==> src/rtl/sim_phase_ctrl.sv <==
// Simulation phase sequencer: steps the DUV through reset, configuration, run and drain.
// It also provides a cycle-count watchdog, a free-running cycle count and a heartbeat pulse.
module sim_phase_ctrl #(
    parameter int unsigned RST_CYCLES = 5,
    parameter int unsigned HEARTBEAT  = 1000,
    parameter int unsigned DRAIN_MAX  = 64,
    parameter int unsigned CYC_W      = 32
) (
    input  logic             sim_phase_ctrl_clk_ip,
    input  logic             sim_phase_ctrl_rst_ip,
    input  logic [CYC_W-1:0] sim_phase_ctrl_timeout_ip,
    input  logic             sim_phase_ctrl_cfg_done_ip,
    input  logic             sim_phase_ctrl_stop_ip,
    input  logic             sim_phase_ctrl_idle_ip,
    output logic             sim_phase_ctrl_duv_rst_op,
    output logic             sim_phase_ctrl_cfg_en_op,
    output logic             sim_phase_ctrl_run_en_op,
    output logic [2:0]       sim_phase_ctrl_phase_op,
    output logic [CYC_W-1:0] sim_phase_ctrl_cycles_op,
    output logic             sim_phase_ctrl_heartbeat_op,
    output logic             sim_phase_ctrl_finish_op,
    output logic [1:0]       sim_phase_ctrl_status_op
);

    typedef enum logic [2:0] {
        ST_RST   = 3'd0,
        ST_CFG   = 3'd1,
        ST_RUN   = 3'd2,
        ST_DRAIN = 3'd3,
        ST_DONE  = 3'd4
    } state_t;

    localparam logic [1:0] STAT_RUN   = 2'b00;
    localparam logic [1:0] STAT_PASS  = 2'b01;
    localparam logic [1:0] STAT_TMO   = 2'b10;
    localparam logic [1:0] STAT_DFAIL = 2'b11;

    // A zero reset length still holds the DUV in reset for one cycle.
    localparam int unsigned RST_EFF = (RST_CYCLES == 0) ? 1 : RST_CYCLES;
    localparam int unsigned PH_W    = $clog2(RST_EFF + 1);
    localparam logic [PH_W-1:0] PH_LAST = PH_W'(RST_EFF - 1);

    localparam int unsigned DR_W = $clog2(DRAIN_MAX + 1);
    localparam logic [DR_W-1:0] DR_LAST = DR_W'(DRAIN_MAX - 1);

    localparam int unsigned HB_EFF = (HEARTBEAT == 0) ? 1 : HEARTBEAT;
    localparam int unsigned HB_W   = $clog2(HB_EFF + 1);
    localparam logic [HB_W-1:0] HB_LAST = HB_W'(HB_EFF - 1);
    localparam logic            HB_ON   = (HEARTBEAT != 0);

    state_t            state_q, state_d;
    logic [1:0]        status_q, status_d;
    logic [PH_W-1:0]   ph_cnt_q;
    logic [DR_W-1:0]   dr_cnt_q;
    logic [CYC_W-1:0]  cyc_q;
    logic [HB_W-1:0]   hb_cnt_q;
    logic              hb_q;

    logic wdog;
    logic cyc_inc;
    logic hb_wrap;

    always_comb begin
        state_d  = state_q;
        status_d = status_q;
        wdog     = (sim_phase_ctrl_timeout_ip != '0) &&
                   (cyc_q >= sim_phase_ctrl_timeout_ip) &&
                   (state_q != ST_DONE);
        cyc_inc  = (state_q != ST_DONE) && !(&cyc_q);

        unique case (state_q)
            ST_RST:   if (ph_cnt_q == PH_LAST) state_d = ST_CFG;
            ST_CFG:   if (sim_phase_ctrl_cfg_done_ip) state_d = ST_RUN;
            ST_RUN:   if (sim_phase_ctrl_stop_ip) state_d = ST_DRAIN;
            ST_DRAIN: begin
                if (sim_phase_ctrl_idle_ip) begin
                    state_d  = ST_DONE;
                    status_d = STAT_PASS;
                end else if (dr_cnt_q == DR_LAST) begin
                    state_d  = ST_DONE;
                    status_d = STAT_DFAIL;
                end
            end
            ST_DONE:  state_d = ST_DONE;
            default:  state_d = ST_RST;
        endcase

        // Watchdog overrides every other transition.
        if (wdog) begin
            state_d  = ST_DONE;
            status_d = STAT_TMO;
        end

        hb_wrap = HB_ON && cyc_inc && (hb_cnt_q == HB_LAST) && (state_d != ST_DONE);
    end

    always_ff @(posedge sim_phase_ctrl_clk_ip) begin
        if (sim_phase_ctrl_rst_ip) begin
            state_q  <= ST_RST;
            status_q <= STAT_RUN;
            ph_cnt_q <= '0;
            dr_cnt_q <= '0;
            cyc_q    <= '0;
            hb_cnt_q <= '0;
            hb_q     <= 1'b0;
        end else begin
            state_q  <= state_d;
            status_q <= status_d;
            hb_q     <= hb_wrap;

            if (state_q == ST_RST)
                ph_cnt_q <= ph_cnt_q + 1'b1;

            if (state_q != ST_DRAIN && state_d == ST_DRAIN)
                dr_cnt_q <= '0;
            else if (state_q == ST_DRAIN)
                dr_cnt_q <= dr_cnt_q + 1'b1;

            // hb_cnt_q tracks cycles modulo HEARTBEAT without a divider.
            if (cyc_inc) begin
                cyc_q    <= cyc_q + 1'b1;
                hb_cnt_q <= (hb_cnt_q == HB_LAST) ? '0 : hb_cnt_q + 1'b1;
            end
        end
    end

    assign sim_phase_ctrl_phase_op     = state_q;
    assign sim_phase_ctrl_duv_rst_op   = (state_q == ST_RST);
    assign sim_phase_ctrl_cfg_en_op    = (state_q == ST_CFG);
    assign sim_phase_ctrl_run_en_op    = (state_q == ST_RUN);
    assign sim_phase_ctrl_finish_op    = (state_q == ST_DONE);
    assign sim_phase_ctrl_status_op    = status_q;
    assign sim_phase_ctrl_cycles_op    = cyc_q;
    assign sim_phase_ctrl_heartbeat_op = hb_q;

endmodule

==> config.mk <==
export PLATFORM = sky130hd
export DESIGN_NAME = sim_phase_ctrl
export DESIGN_NICKNAME = d
export VERILOG_FILES = /design/src/rtl/sim_phase_ctrl.sv
export SDC_FILE = /design/constraint.sdc
export NUM_CORES = 1
export LEC_CHECK = 0
export ABC_CLOCK_PERIOD_IN_PS = 2600
export BUFFER_PORTS_ARGS = -buffer_cell sky130_fd_sc_hd__buf_2
export CORE_MARGIN = 10
export CORE_UTILIZATION = 44
export CTS_BUF_LIST = sky130_fd_sc_hd__clkbuf_16
export DETAILED_ROUTE_END_ITERATION = 7
export GPL_TIMING_DRIVEN = 0
export PLACE_DENSITY = 0.65
export SYNTH_ARGS = -nofsm -noshare
export SYNTH_HDL_FRONTEND = slang
export SYNTH_SLANG_ARGS = --single-unit
==> constraint.sdc <==
create_clock -name sim_phase_ctrl_clk_ip -period 2.6 [get_ports sim_phase_ctrl_clk_ip]
set_input_delay 0.39 -clock sim_phase_ctrl_clk_ip [delete_from_list [all_inputs] [get_ports sim_phase_ctrl_clk_ip]]
set_output_delay 0.39 -clock sim_phase_ctrl_clk_ip [all_outputs]
set_load 0.01 [all_outputs]
==> flow_summary_export.csv <==
group,metric,value,unit
drt,dr.pass1.iters,5,
final_layout,n_antenna_cell,0,
cts,clk_pin_slew,0.05,ns
setup_path,slowest_stage,"a2111oi_2",
setup_path,worstSetupPathType,"register to register",
drt,route.antenna.remaining_nets,0,
place,postPlaceCellArea,4590,um2
final_layout,final_area,4920,um2
yosys,avgSynthCellArea,8.06,um2
sta,setup_viol,0,
setup_path,worstPathBufferInverterCount,1,
sta,worstMarginPinSlew,0.784,ns
setup_path,path_delay_family,"compound AO/OA/AOI/OAI gates",
yosys,synth_nets,578,
yosys,netlist.top_cell.by_area,"dfxtp_1",
setup_path,path_max_fanout,5,
power_and_ir_drop,p_total,2380,uW
drt,drtIter0Drc,288,
yosys,yosys.cell_types.count,63,
setup_path,r2r-start,"sim_phase_ctrl_cycles_op[0]",
yosys,synth_seq_area_share,28.6,%
power_and_ir_drop,p_leak,0.00213,uW
setup_path,startpoint_type,"register",
drt,wl,12.3,mm
cts,cts_tree,"done",
hold_path,min_path_type,"input port to register",
grt,first_global_vias,4054,
final_layout,drive_above_1_share,20.6,%
yosys,netlist_instances,504,
place,gpl.final_weighted_congestion,0.831,
grt,grt_overflow_total,0,
final_layout,num-fill-cells,901,
setup_path,critPathArrivalTime,2.65,ns
cts,clockBufferDepth,2,
sta,rsz0062_at_grt,"no",
cts,cts_made_buffers,9,
yosys,ys_warn_count,0,
sta,relSlewSlack,47.3,%
die,fp-row-count,35,
run,cap_violations,0,
grt,grt_max_degree,11,
setup_path,critPathRequiredTime,2.82,ns
drt,post_drt_wl_per_cell,17.4,um
sta,fin_skew,0.00909,ns
sta,final_max_slew_viol_count,0,
yosys,synth_edf_count,0,
die,floorplan.initialDensity,44.6,%
power_and_ir_drop,power.density,483,nW/um2
sta,fmax,0.410,GHz
cts,root_buffer,"clkbuf_16",
setup_path,crit_path_max_incr_delay,0.43,ns
final_layout,syn_to_final_growth,21.2,%
place,io_buffers,78,
die,die_w,116,um
yosys,synth_seq_cells,58,
die,fp.dieArea,13500,um2
final_layout,final_common_cell,"buf_2",
sta,setup_tns,0,ns
yosys,synth.top_cells.by_area,"dfxtp_1 29%, ha_1 11%, a21oi_1 5.7%, inv_1 3.9%, nand2_1 3.4%",
cts,clock_latency,0.33,ns
grt,grt_pass1_wl,19.7,mm
drt,via_count,4148,
cts,clock_sinks,58,
sta,hold_viol,0,
final_layout,fin_nets,666,
yosys,synth_top_area_share,28.6,%
yosys,ys.flop_type,"dfxtp_1",
setup_path,crit_path_end_kind,"register",
grt,track_usage,18.2,%
drt,vias_per_cell,5.86,
hold_path,min-delay-start,"sim_phase_ctrl_rst_ip",
power_and_ir_drop,irDropWorstVdd,0.306,mV
yosys,synthArstFlopShare,0,%
place,dpl.hpwl,9.51,mm
sta,period_needed,2.44,ns
cts,h-tree-depth,3,
die,core_area,9110,um2
setup_path,crit_start,"sim_phase_ctrl_cycles_op[0]",
setup_path,cp_cell_sequence,"inv_1, ha_1, nand2b_1, a2111oi_2, nor3b_2, o311a_1, o41a_1",
die,dieHeight,116,um
grt,antenna_found_initial,0,
yosys,syn_area,4060,um2
sta,finalCritPeriodShare,93.7,%
final_layout,final_cell_mix,"85 x buf_2, 58 x dfxtp_1, 46 x a21oi_1, 42 x inv_1",
drt,route.detailed.drc,0,
run_status,status,"complete, no violations",
die,ios,79,
==> repair_timing <==
action                     in CTS  in global routing
gates resized for setup         1                  4
cloned                          0                  0
setup endpoints to repair       7                  9
buffers inserted                0                  0
hold buffers                    0                  0
hold endpoints to repair        0                  0
==> worst reg2reg max path, stage by stage (launching register included) <==
cell and delay [ns]:
dfxtp_1 0.42, inv_1 0.10, ha_1 0.27, nand2b_1 0.15, a2111oi_2 0.43, nor3b_2 0.15
o311a_1 0.43, o41a_1 0.38
==> cells in the mapped netlist (3+ instances only) <==
master	number
a211oi_1	3
a21o_1	3
a21oi_1	46
and2_1	6
and3_1	4
and4_1	6
buf_2	7
buf_4	3
buf_6	4
clkbuf_1	9
dfxtp_1	58
ha_1	37
inv_1	42
mux2_2	3
nand2_1	37
nand2b_1	4
nand3_1	20
nand3_2	3
nand4_1	20
nor2_1	23
nor2b_1	6
nor3_1	9
nor4_1	16
o2111ai_1	5
o211ai_1	9
o21a_1	5
o21ai_0	17
o221ai_1	4
o31ai_1	18
or3_1	11
or4_1	18
xnor2_1	3
xor2_1	7
==> per-layer routing <==
layer / GRT usage (%) / share of wire [%] / up-vias
met5: 0 / 0 / -
met1: 22.6 / 46 / 1941
met4: 6.67 / 2.3 / 0
met3: 4.73 / 4.9 / 21
li1: - / - / 2073
met2: 29.7 / 47 / 113
==> report_power, final <==
| group | internal [uW] | switching, uW |
|---|---|---|
| clock | 826 | 421 |
| combinational | 84.9 | 115 |
| sequential | 909 | 20.0 |
==> cell families after synthesis <==
| logic type | share of synthesized area [%] |
|---|---|
| XOR/XNOR | 2.16 |
| multiplexers | 1.88 |
| adder cells (fa/ha/maj) | 11.4 |
| AND/OR/NAND/NOR | 28.0 |
| AO/OA/AOI/OAI | 20.6 |
| buffers and inverters | 7.42 |
| flip-flops | 28.6 |
==> registers in the layout (all words and copies together), names as in the netlist <==
register / flops
dr_cnt_q: 7
sim_phase_ctrl_phase_op: 3
ph_cnt_q: 3
sim_phase_ctrl_cycles_op: 32
sim_phase_ctrl_heartbeat_op: 1
sim_phase_ctrl_status_op: 2
hb_cnt_q: 10
==> cell type report <==
| class | instances | area [um2] | share of cell area (%) |
|---|---|---|---|
| buffer | 23 | 136 | 2.77 |
| clock buffer | 9 | 225 | 4.58 |
| clock inverter | 7 | 83.8 | 1.70 |
| inverter | 43 | 161 | 3.28 |
| multi-input combinational | 379 | 2630 | 53.3 |
| sequential | 58 | 1160 | 23.6 |
| tap | 111 | 139 | 2.82 |
| timing repair buffer | 78 | 390 | 7.93 |
==> through the flow <==
step	hold WS [ns]	instances	setup slack (ns)	utilization, %
floorplan	0.454	504	0.362	-
global route	0.484	708	0.0359	54.0
CTS	0.456	709	0.103	53.9
detailed placement	0.476	693	-0.175	50.4
finish	0.463	708	0.163	54.0
global placement	0.461	693	-0.172	50.4
==> worst paths after layout <==
path	cells past startpoint	slack (ns)	end
max reg2reg	7	0.16	sim_phase_ctrl_phase_op[2]
max	7	0.16	sim_phase_ctrl_phase_op[2]
min reg2reg	2	0.49	hb_cnt_q[6]
min	3	0.46	sim_phase_ctrl_cycles_op[16]
No activity file was read; power rests on OpenSTA's default activity.
